### src/rtl/fp_add_sub_pipe_if.sv
// Operand/result bundle for the pipelined FP adder/subtractor.
interface fp_add_sub_pipe_if #(
  parameter int EXP_W = 8,
  parameter int MAN_W = 23
) ();
  localparam int W = 1 + EXP_W + MAN_W;

  logic         arg_vld;
  logic [W-1:0] a;
  logic [W-1:0] b;
  logic         op;
  logic [W-1:0] result;
  logic         res_vld;
  logic [3:0]   flags;

  modport master (output arg_vld, a, b, op, input result, res_vld, flags);
  modport slave  (input arg_vld, a, b, op, output result, res_vld, flags);
endinterface

### src/rtl/fp_add_sub_pipe.sv
// Parametrised 5-stage FP add/sub with RNE rounding, DAZ/FTZ and IEEE-style flags.
// Rank 0 registers the operands; ranks 1..4 are unpack/align/add/normalise; rank 5 rounds into the outputs.
module fp_add_sub_pipe #(
  parameter int EXP_W = 8,
  parameter int MAN_W = 23
) (
  input  logic             clk,
  input  logic             rst,
  fp_add_sub_pipe_if.slave bus
);
  localparam int W      = 1 + EXP_W + MAN_W;
  localparam int STAGES = 5;
  localparam int SW     = MAN_W + 4;          // hidden, frac, guard, round, sticky
  localparam int RW     = MAN_W + 2;
  localparam int LZW    = $clog2(SW + 1);
  localparam int XW     = EXP_W + LZW + 2;    // headroom so a deep left shift goes negative, not wraps
  localparam logic [EXP_W-1:0] EXP_ONES = '1;
  localparam logic [XW-1:0]    EXP_INF  = XW'((1 << EXP_W) - 1);

  typedef enum logic [1:0] {BYP_NONE, BYP_NAN, BYP_INF, BYP_ZERO} byp_e;

  function automatic logic [LZW-1:0] lzc(input logic [SW-1:0] v);
    lzc = LZW'(SW);
    for (int i = 0; i < SW; i++)
      if (v[i]) lzc = LZW'(SW - 1 - i);
  endfunction

  // rank 0: operand capture
  logic [STAGES:0] vld_pipe;
  logic [W-1:0]    a_q, b_q;
  logic            op_q;

  always_ff @(posedge clk) begin
    if (rst) vld_pipe <= '0;
    else     vld_pipe <= {vld_pipe[STAGES-1:0], bus.arg_vld};
    if (bus.arg_vld) begin
      a_q  <= bus.a;
      b_q  <= bus.b;
      op_q <= bus.op;
    end
  end

  // S1: unpack/classify; subnormals read as zero
  logic             u_sa, u_sbr, u_sb, u_za, u_zb, u_ia, u_ib, u_na, u_nb;
  logic [EXP_W-1:0] u_ea, u_eb;
  logic [MAN_W-1:0] u_fa, u_fb;

  assign {u_sa, u_ea, u_fa}  = a_q;
  assign {u_sbr, u_eb, u_fb} = b_q;
  assign u_sb = u_sbr ^ op_q;
  assign u_za = (u_ea == '0);
  assign u_zb = (u_eb == '0);
  assign u_ia = (u_ea == EXP_ONES) && (u_fa == '0);
  assign u_ib = (u_eb == EXP_ONES) && (u_fb == '0);
  assign u_na = (u_ea == EXP_ONES) && (u_fa != '0);
  assign u_nb = (u_eb == EXP_ONES) && (u_fb != '0);

  logic             s1_sa, s1_sb, s1_bs;
  byp_e             s1_byp;
  logic [EXP_W-1:0] s1_ea, s1_eb;
  logic [MAN_W:0]   s1_ma, s1_mb;

  always_ff @(posedge clk) begin
    s1_sa <= u_sa;
    s1_sb <= u_sb;
    s1_ea <= u_ea;
    s1_eb <= u_eb;
    s1_ma <= u_za ? '0 : {1'b1, u_fa};
    s1_mb <= u_zb ? '0 : {1'b1, u_fb};
    s1_bs <= 1'b0;
    if (u_na || u_nb || (u_ia && u_ib && (u_sa != u_sb))) s1_byp <= BYP_NAN;
    else if (u_ia)          begin s1_byp <= BYP_INF;  s1_bs <= u_sa; end
    else if (u_ib)          begin s1_byp <= BYP_INF;  s1_bs <= u_sb; end
    else if (u_za && u_zb)  begin s1_byp <= BYP_ZERO; s1_bs <= u_sa & u_sb; end
    else                    s1_byp <= BYP_NONE;
  end

  // S2: order by magnitude, align smaller operand with sticky collection
  logic             a_big, x_s, y_s;
  logic [EXP_W-1:0] x_e, y_e, d;
  logic [MAN_W:0]   x_m, y_m;
  logic [2*SW-1:0]  al_wide;
  logic [SW-1:0]    y_al;

  always_comb begin
    a_big   = {s1_ea, s1_ma} >= {s1_eb, s1_mb};
    x_s     = a_big ? s1_sa : s1_sb;
    y_s     = a_big ? s1_sb : s1_sa;
    x_e     = a_big ? s1_ea : s1_eb;
    y_e     = a_big ? s1_eb : s1_ea;
    x_m     = a_big ? s1_ma : s1_mb;
    y_m     = a_big ? s1_mb : s1_ma;
    d       = x_e - y_e;
    al_wide = {y_m, 3'b000, {SW{1'b0}}} >> d;
    if (int'(d) > SW - 1) y_al = {{(SW-1){1'b0}}, |y_m};
    else                  y_al = {al_wide[2*SW-1:SW+1], al_wide[SW] | (|al_wide[SW-1:0])};
  end

  logic             s2_s, s2_sub, s2_bs;
  byp_e             s2_byp;
  logic [EXP_W-1:0] s2_e;
  logic [SW-1:0]    s2_mx, s2_my;

  always_ff @(posedge clk) begin
    s2_s   <= x_s;
    s2_sub <= x_s ^ y_s;
    s2_e   <= x_e;
    s2_mx  <= {x_m, 3'b000};
    s2_my  <= y_al;
    s2_byp <= s1_byp;
    s2_bs  <= s1_bs;
  end

  // S3: magnitude add/sub; X >= Y so the difference never goes negative
  logic             s3_s, s3_bs;
  byp_e             s3_byp;
  logic [EXP_W-1:0] s3_e;
  logic [SW:0]      s3_sum;

  always_ff @(posedge clk) begin
    s3_s   <= s2_s;
    s3_e   <= s2_e;
    s3_sum <= s2_sub ? {1'b0, s2_mx} - {1'b0, s2_my} : {1'b0, s2_mx} + {1'b0, s2_my};
    s3_byp <= s2_byp;
    s3_bs  <= s2_bs;
  end

  // S4: normalise
  logic [LZW-1:0] lz;
  logic [SW-1:0]  n_m;
  logic [XW-1:0]  n_e;

  always_comb begin
    lz = lzc(s3_sum[SW-1:0]);
    if (s3_sum[SW]) begin
      n_m = {s3_sum[SW:2], |s3_sum[1:0]};
      n_e = XW'(s3_e) + XW'(1);
    end else begin
      n_m = s3_sum[SW-1:0] << lz;
      n_e = XW'(s3_e) - XW'(lz);
    end
  end

  logic          s4_s, s4_z, s4_bs;
  byp_e          s4_byp;
  logic [XW-1:0] s4_e;
  logic [SW-1:0] s4_m;

  always_ff @(posedge clk) begin
    s4_s   <= s3_s;
    s4_z   <= (s3_sum == '0);
    s4_e   <= n_e;
    s4_m   <= n_m;
    s4_byp <= s3_byp;
    s4_bs  <= s3_bs;
  end

  // S5: round-to-nearest-even, then pack with the special/overflow/underflow overrides
  logic             g, r, st;
  logic [RW-1:0]    rnd;
  logic [XW-1:0]    r_e;
  logic [MAN_W-1:0] r_f;
  logic [W-1:0]     p_res;
  logic [3:0]       p_flg;

  always_comb begin
    g     = s4_m[2];
    r     = s4_m[1];
    st    = s4_m[0];
    rnd   = {1'b0, s4_m[SW-1:3]} + RW'(g & (r | st | s4_m[3]));
    r_e   = s4_e + XW'(rnd[MAN_W+1]);
    r_f   = rnd[MAN_W+1] ? rnd[MAN_W:1] : rnd[MAN_W-1:0];
    p_res = '0;
    p_flg = '0;
    case (s4_byp)
      BYP_NAN: begin
        p_res = {1'b0, EXP_ONES, 1'b1, {(MAN_W-1){1'b0}}};
        p_flg = 4'b1000;
      end
      BYP_INF:  p_res = {s4_bs, EXP_ONES, {MAN_W{1'b0}}};
      BYP_ZERO: p_res = {s4_bs, {(W-1){1'b0}}};
      default: begin
        if (s4_z) begin
          p_res = '0;
        end else if (s4_e[XW-1] || s4_e == '0) begin
          p_res = {s4_s, {(W-1){1'b0}}};
          p_flg = 4'b0011;
        end else if (r_e >= EXP_INF) begin
          p_res = {s4_s, EXP_ONES, {MAN_W{1'b0}}};
          p_flg = 4'b0101;
        end else begin
          p_res = {s4_s, r_e[EXP_W-1:0], r_f};
          p_flg = {3'b000, g | r | st};
        end
      end
    endcase
  end

  logic [W-1:0] res_q;
  logic [3:0]   flg_q;

  always_ff @(posedge clk) begin
    if (rst) begin
      res_q <= '0;
      flg_q <= '0;
    end else if (vld_pipe[STAGES-1]) begin
      res_q <= p_res;
      flg_q <= p_flg;
    end
  end

  assign bus.result  = res_q;
  assign bus.flags   = flg_q;
  assign bus.res_vld = vld_pipe[STAGES];
endmodule

### src/flat_wrapper.sv
// flat-port wrapper written by rule: the top's interface ports become plain ports
module fp_add_sub_pipe_flat 
#(
  parameter int EXP_W = 8,
  parameter int MAN_W = 23
)
  (clk, rst, bus_arg_vld, bus_a, bus_b, bus_op, bus_result, bus_res_vld, bus_flags);
  fp_add_sub_pipe_if #(.EXP_W(EXP_W), .MAN_W(MAN_W)) bus_i ();
  input  logic clk;
  input  logic rst;
  input wire logic [$bits(bus_i.arg_vld)-1:0] bus_arg_vld;
  input wire logic [$bits(bus_i.a)-1:0] bus_a;
  input wire logic [$bits(bus_i.b)-1:0] bus_b;
  input wire logic [$bits(bus_i.op)-1:0] bus_op;
  output wire logic [$bits(bus_i.result)-1:0] bus_result;
  output wire logic [$bits(bus_i.res_vld)-1:0] bus_res_vld;
  output wire logic [$bits(bus_i.flags)-1:0] bus_flags;
  assign bus_i.arg_vld = bus_arg_vld;
  assign bus_i.a = bus_a;
  assign bus_i.b = bus_b;
  assign bus_i.op = bus_op;
  assign bus_result = bus_i.result;
  assign bus_res_vld = bus_i.res_vld;
  assign bus_flags = bus_i.flags;
  fp_add_sub_pipe #(.EXP_W(EXP_W), .MAN_W(MAN_W)) u_core (.clk(clk), .rst(rst), .bus(bus_i));
endmodule
### config.mk
export PLATFORM = sky130hd
export DESIGN_NAME = fp_add_sub_pipe_flat
export DESIGN_NICKNAME = d
export VERILOG_FILES = /design/src/rtl/fp_add_sub_pipe_if.sv /design/src/rtl/fp_add_sub_pipe.sv /design/src/flat_wrapper.sv
export SDC_FILE = /design/constraint.sdc
export NUM_CORES = 1
export LEC_CHECK = 0
export CORE_ASPECT_RATIO = 1.1
export CORE_MARGIN = 3
export CORE_UTILIZATION = 50
export DETAILED_ROUTE_END_ITERATION = 12
export PLACE_DENSITY_LB_ADDON = 0.05
export SLEW_MARGIN = 5
export SYNTH_ARGS = -nofsm -noshare
export SYNTH_HDL_FRONTEND = slang
export SYNTH_SLANG_ARGS = --single-unit
### constraint.sdc
create_clock -name clk -period 6.96 [get_ports clk]
set_input_delay 1.044 -clock clk [delete_from_list [all_inputs] [get_ports clk]]
set_output_delay 1.044 -clock clk [all_outputs]
set_load 0.005 [all_outputs]
* Word-level counts from Yosys, hierarchy flattened
Index checks and enable logic that the tools add are counted.
** Word-level totals
- Output and inout port bits :: 37
- Register bits after elaboration :: 327
- Input port bits :: 68
** Cells by class
- Reductions and logical operators :: 22
- Add/subtract/negate cells :: 7
- $lt $le $gt $ge :: 3
- Equality and inequality tests :: 6
- Mux-type cells :: 54
- Shift-type cells :: 2
- Bitwise operators :: 9
** Operator list (count)
- two-way mux 24 bit :: 4
- case mux 32 bit (3 select lines) :: 1
- two-way mux 5 bit :: 16
- two-way mux 31 bit :: 2
- right shift 54 x 8 -> 54 bit :: 1
- zero test 23 bit :: 2
- nonzero test 23 bit :: 2
- two-way mux 4 bit :: 10
- >= comparator 32 bit :: 1
- two-way mux 32 bit :: 1
- adder 27 x 27 -> 28 bit :: 1
- zero test 28 bit :: 1
- two-way mux 28 bit :: 1
- subtractor 27 x 27 -> 28 bit :: 1
- OR reduction 27 bit :: 1
- left shift 27 x 5 -> 27 bit :: 1
- two-way mux 26 bit :: 1
- adder 24 x 25 -> 25 bit :: 1
- AND 1 x 25 -> 25 bit :: 1
- OR 25 x 1 -> 25 bit :: 1
- OR reduction 24 bit :: 1
- two-way mux 23 bit :: 1
- equality test 8 bit (second input constant) :: 2
- zero test 8 bit :: 2
- other kinds (22) :: 47

* Longest topological paths before layout
- Depth after elaboration :: 29
- Depth in mapped cells :: 23
- Mapped depth without buffers :: 21

* Least setup slack after synthesis
OpenSTA, ideal clock, no wires.
- Path kind :: reg2reg
- Start :: register u_core.s1_eb[6]
- End :: register u_core.s2_my[0]
- Required time :: 6825 ps
- Arrival time :: 4872 ps
- Cell stages (with the launch flop) :: 22
- Library setup time :: 135 ps
- Buffers on the path :: 3
- Path slack :: 1953 ps
- Clock period less this slack :: 5007 ps
- Cells stage by stage :: dfxtp_1 > inv_1 > ha_1 > buf_4 > nand4_4 > nor4_4 > o221ai_2 > a31o_2 > nand2_1 > clkbuf_1 > mux2i_1 > ha_1 > or4_4 > nand2_2 > buf_8 > mux4_2 > nand2_1 > a21o_1 > nand4_1 > or4_1 > o31ai_1 > a32oi_1
** Between the ends
- Longest elaborated chain between the ends :: 7
- Elaborated cells between the ends (all ways) :: 11
** Ends and longest elaborated chain
- start: declaration :: line fp_add_sub_pipe.sv:60 : logic [EXP_W-1:0] s1_ea, s1_eb;
- start signal: assignment :: line fp_add_sub_pipe.sv:67 : s1_eb <= u_eb;
- >= comparator 32 bit :: line fp_add_sub_pipe.sv:86 : a_big = {s1_ea, s1_ma} >= {s1_eb, s1_mb};
- two-way mux 8 bit (on tied branches) :: line fp_add_sub_pipe.sv:89, fp_add_sub_pipe.sv:90
- subtractor 8 bit :: line fp_add_sub_pipe.sv:93 : d = x_e - y_e;
- right shift 54 x 8 -> 54 bit :: line fp_add_sub_pipe.sv:94 : al_wide = {y_m, 3'b000, {SW{1'b0}}} >> d;
- OR reduction 27 bit :: line fp_add_sub_pipe.sv:96 : else y_al = {al_wide[2*SW-1:SW+1], al_wide[SW] | (|al_wide[SW-1:0])};
- OR 1 bit :: line fp_add_sub_pipe.sv:96
- two-way mux 1 bit * :: line fp_add_sub_pipe.sv:95 : if (int'(d) > SW - 1) y_al = {{(SW-1){1'b0}}, |y_m};
- named net u_core.y_al[0] :: line fp_add_sub_pipe.sv:83 : logic [SW-1:0] y_al;
- end signal: assignment :: line fp_add_sub_pipe.sv:109 : s2_my <= y_al;
- end: declaration :: line fp_add_sub_pipe.sv:102 : logic [SW-1:0] s2_mx, s2_my;
Mark *: on every way through the listed nets, which the timed path passes. The rest lies on a longest branch.
A chain may end at the register's enable or synchronous reset.

* Final worst setup path
- Start :: register u_core.s1_eb[0]
- End :: register u_core.s2_my[0]
Same word-level chain as after synthesis.

==> metrics.cfg <==
[synthesis]
synth_fp_nets = 2032
synth_top_cell_by_area = dfxtp_1
synth_top_area_share = 0.303
synth_common_cells = 257 x dfxtp_1, 165 x a21oi_1, 165 x nand2_1
ys.warnings.count = 0
avgSynthCellArea_um2 = 9.11
synth_cells = 1866
ys_types = 86
synthTopCellsByArea = dfxtp_1 30%, edfxtp_1 11%, ha_1 7.1%, mux2i_1 5.0%, a21oi_1 4.9%
synth_edf_count = 65
yosysSeqAreaShare = 0.417
synthFlopType = dfxtp_1
synth-seq-cells = 322
async_reset_ff_frac = 0
netlist_area_um2 = 17000
synth.most_common_cell = dfxtp_1

[setup_path]
critical_path_required_ns = 7.34
cp_cell_sequence = inv_1 > ha_1 > buf_4 > nand4_1 > nor4_4 > o221ai_2 > a31o_2 > nand2_1 > mux2i_1 > ha_1 > or4_4 > nand2_2 > mux4_2 > nor3_1 > a311o_1 > nand4_1 > or4_1 > o31ai_1 > a32oi_1
critPathMaxStageDelay_ns = 0.62
critical_path_class = flop to flop
slowest_stage = mux4_2
reg2reg_from = u_core.s1_eb[0]
crit_start = u_core.s1_eb[0]
worst_setup_path_end_kind = flop
arrival_ns = 6.26
cp-start-kind = flop
cp_max_fo = 29

[clock_tree]
clock_latency_ns = 0.54
post-cts-setup-buffer-count = 0
clk_pin_slew_ns = 0.06
clock-root-buffer = clkbuf_16
clock_path_buffers = 3
cts_num_sinks = 322
numCtsBuffers = 34
hold_buffers = 0
cts-resized-gates = 0
htreeDepth = 2
cts_tree = built

[die]
core_area_um2 = 33400
ios = 105
die_h_um = 199
rows = 70
die_x_um = 182
initial_utilization = 0.509
die_area_um2 = 36200

[timing]
setup_tns_ns = 0
finalSetupViolations = 0
holdWs_ns = 0.321
hold_viol_final = 0
max_freq_mhz = 170
fin_skew_ns = 0.0169
period_needed_ns = 5.88
rsz0062_at_grt = no
worst_pin_slew_ns = 1.21
finalMaxSlewViolations = 0
slew_headroom = 0.171
finalCritPeriodShare = 0.845

[global_route]
grt_pass1_wl_mm = 70.7
antenna_found_initial = 2
grt_max_degree = 67
grt_pass1_vias = 13300
groute.usage.overall = 0.241
grt_overflow = 0

[placed_design]
portBuffers = 104
gp_congestion = 0.970
dpl.hpwl_mm = 34.3
postPlaceCellArea_um2 = 18300

[route]
ant_nets = 0
dr.pass1.iters = 6
vias = 13800
route.detailed.wl_per_inst_um = 18.6
routed_wl_mm = 44.5
drtIter0Drc = 1128
via_per_inst = 5.79
remaining_drc_errors = 0

[finish]
n_antenna_cell = 0
final_nets = 2099
final_layout_size_suffix_gt1_frac = 0.0679
areaGrowthSynthToFinish_pct = 14.7
fin_area_um2 = 19500
fin_util = 0.584

[pwr]
power.leakage_uw = 0.00775
power.density_nw_per_um2 = 384
ir_drop_uv = 194

[job]
drv_cap = 0

[min_path]
hold_start = u_core.s3_byp[0]
hp-class = flop to flop

[run_status]
outcome = finished clean

[report_power, final]
group / switching (µW) / leakage, µW / internal (µW)
sequential: 418 / 0.00277 / 2250
combinational: 1730 / 0.00440 / 1210
clock: 743 / 0.000577 / 1130
[cells by family after synthesis]
family | count (synthesis) | synth area share
simple gates | 591 | 0.170
flops | 322 | 0.417
mux | 114 | 0.0812
fa+ha+maj | 98 | 0.0730
compound gates | 476 | 0.176
xor+xnor | 63 | 0.0325
buf+inv | 202 | 0.0492
[sequential cells by signal, summed over array words and instances (netlist names), 10 cells and up]
name	count
u_core.s3_sum	28
u_core.s4_e	10
u_core.s1_ma	24
u_core.s2_my	27
u_core.bus.result	32
u_core.s4_m	27
u_core.b_q	32
u_core.s1_mb	24
u_core.a_q	32
u_core.s2_mx	24
[cells in the final DEF, fill, tap and decap left out, drive strengths merged, types with 28 or more instances in the layout]
master	synthesis	routed
nor4	41	41
mux2i	85	85
inv	110	112
xnor2	35	35
dfxtp	257	257
o21ai	124	124
xor2	28	28
edfxtp	65	65
nand2	166	166
nor2	148	148
clkbuf	67	48
ha	96	96
clkdlybuf4s50	0	103
and2	55	55
nand3	34	34
a21oi	165	165
nor3	42	42
[per-stage QoR]
stage | setup slack [ns] | total power (µW) | std cells
floorplan | 1.95 | 4740 | 1866
global placement | 1.21 | 5590 | 2329
detailed placement | 1.06 | 5600 | 2329
CTS | 1.05 | 7500 | 2390
global route | 0.729 | 7970 | 2390
finish | 1.08 | 7480 | 2390
[critical path: cells and delay by family (launching register included)]
family | cells | cell delay [ns]
compound gates | 5 | 1.21
fa+ha+maj | 2 | 0.49
buf+inv | 2 | 0.43
flops | 1 | 0.32
mux | 2 | 0.71
simple gates | 8 | 2.57
[cell type report]
cell class	instances	area, µm²
Tap cell	432	541
Timing Repair Buffer	122	1170
Sequential cell	322	7100
Inverter	111	417
Fill cell	3022	13900
Clock inverter	13	193
Multi-Input combinational cell	1342	9080
Clock buffer	48	996
[path summary, 6_finish.rpt]
kind	endpoint	slack [ns]	cells past startpoint
worst max register to register	u_core.s2_my[0]	1.08	19
worst max-delay path	u_core.s2_my[0]	1.08	19
worst min-delay path	u_core.s4_byp[0]	0.32	0
worst min register to register	u_core.s4_byp[0]	0.32	0
[layer usage]
layer | track usage | up-vias | routed length, µm | share of wire
met1 | 0.310 | 6497 | 19200 | 0.43
met2 | 0.411 | 407 | 21300 | 0.48
li1 | - | 6821 | - | -
met4 | 0.0999 | 2 | 1710 | 0.039
met3 | 0.0339 | 110 | 2330 | 0.052
met5 | 0 | - | 11 | 0.00025
Power figures use the tool's default switching activity.
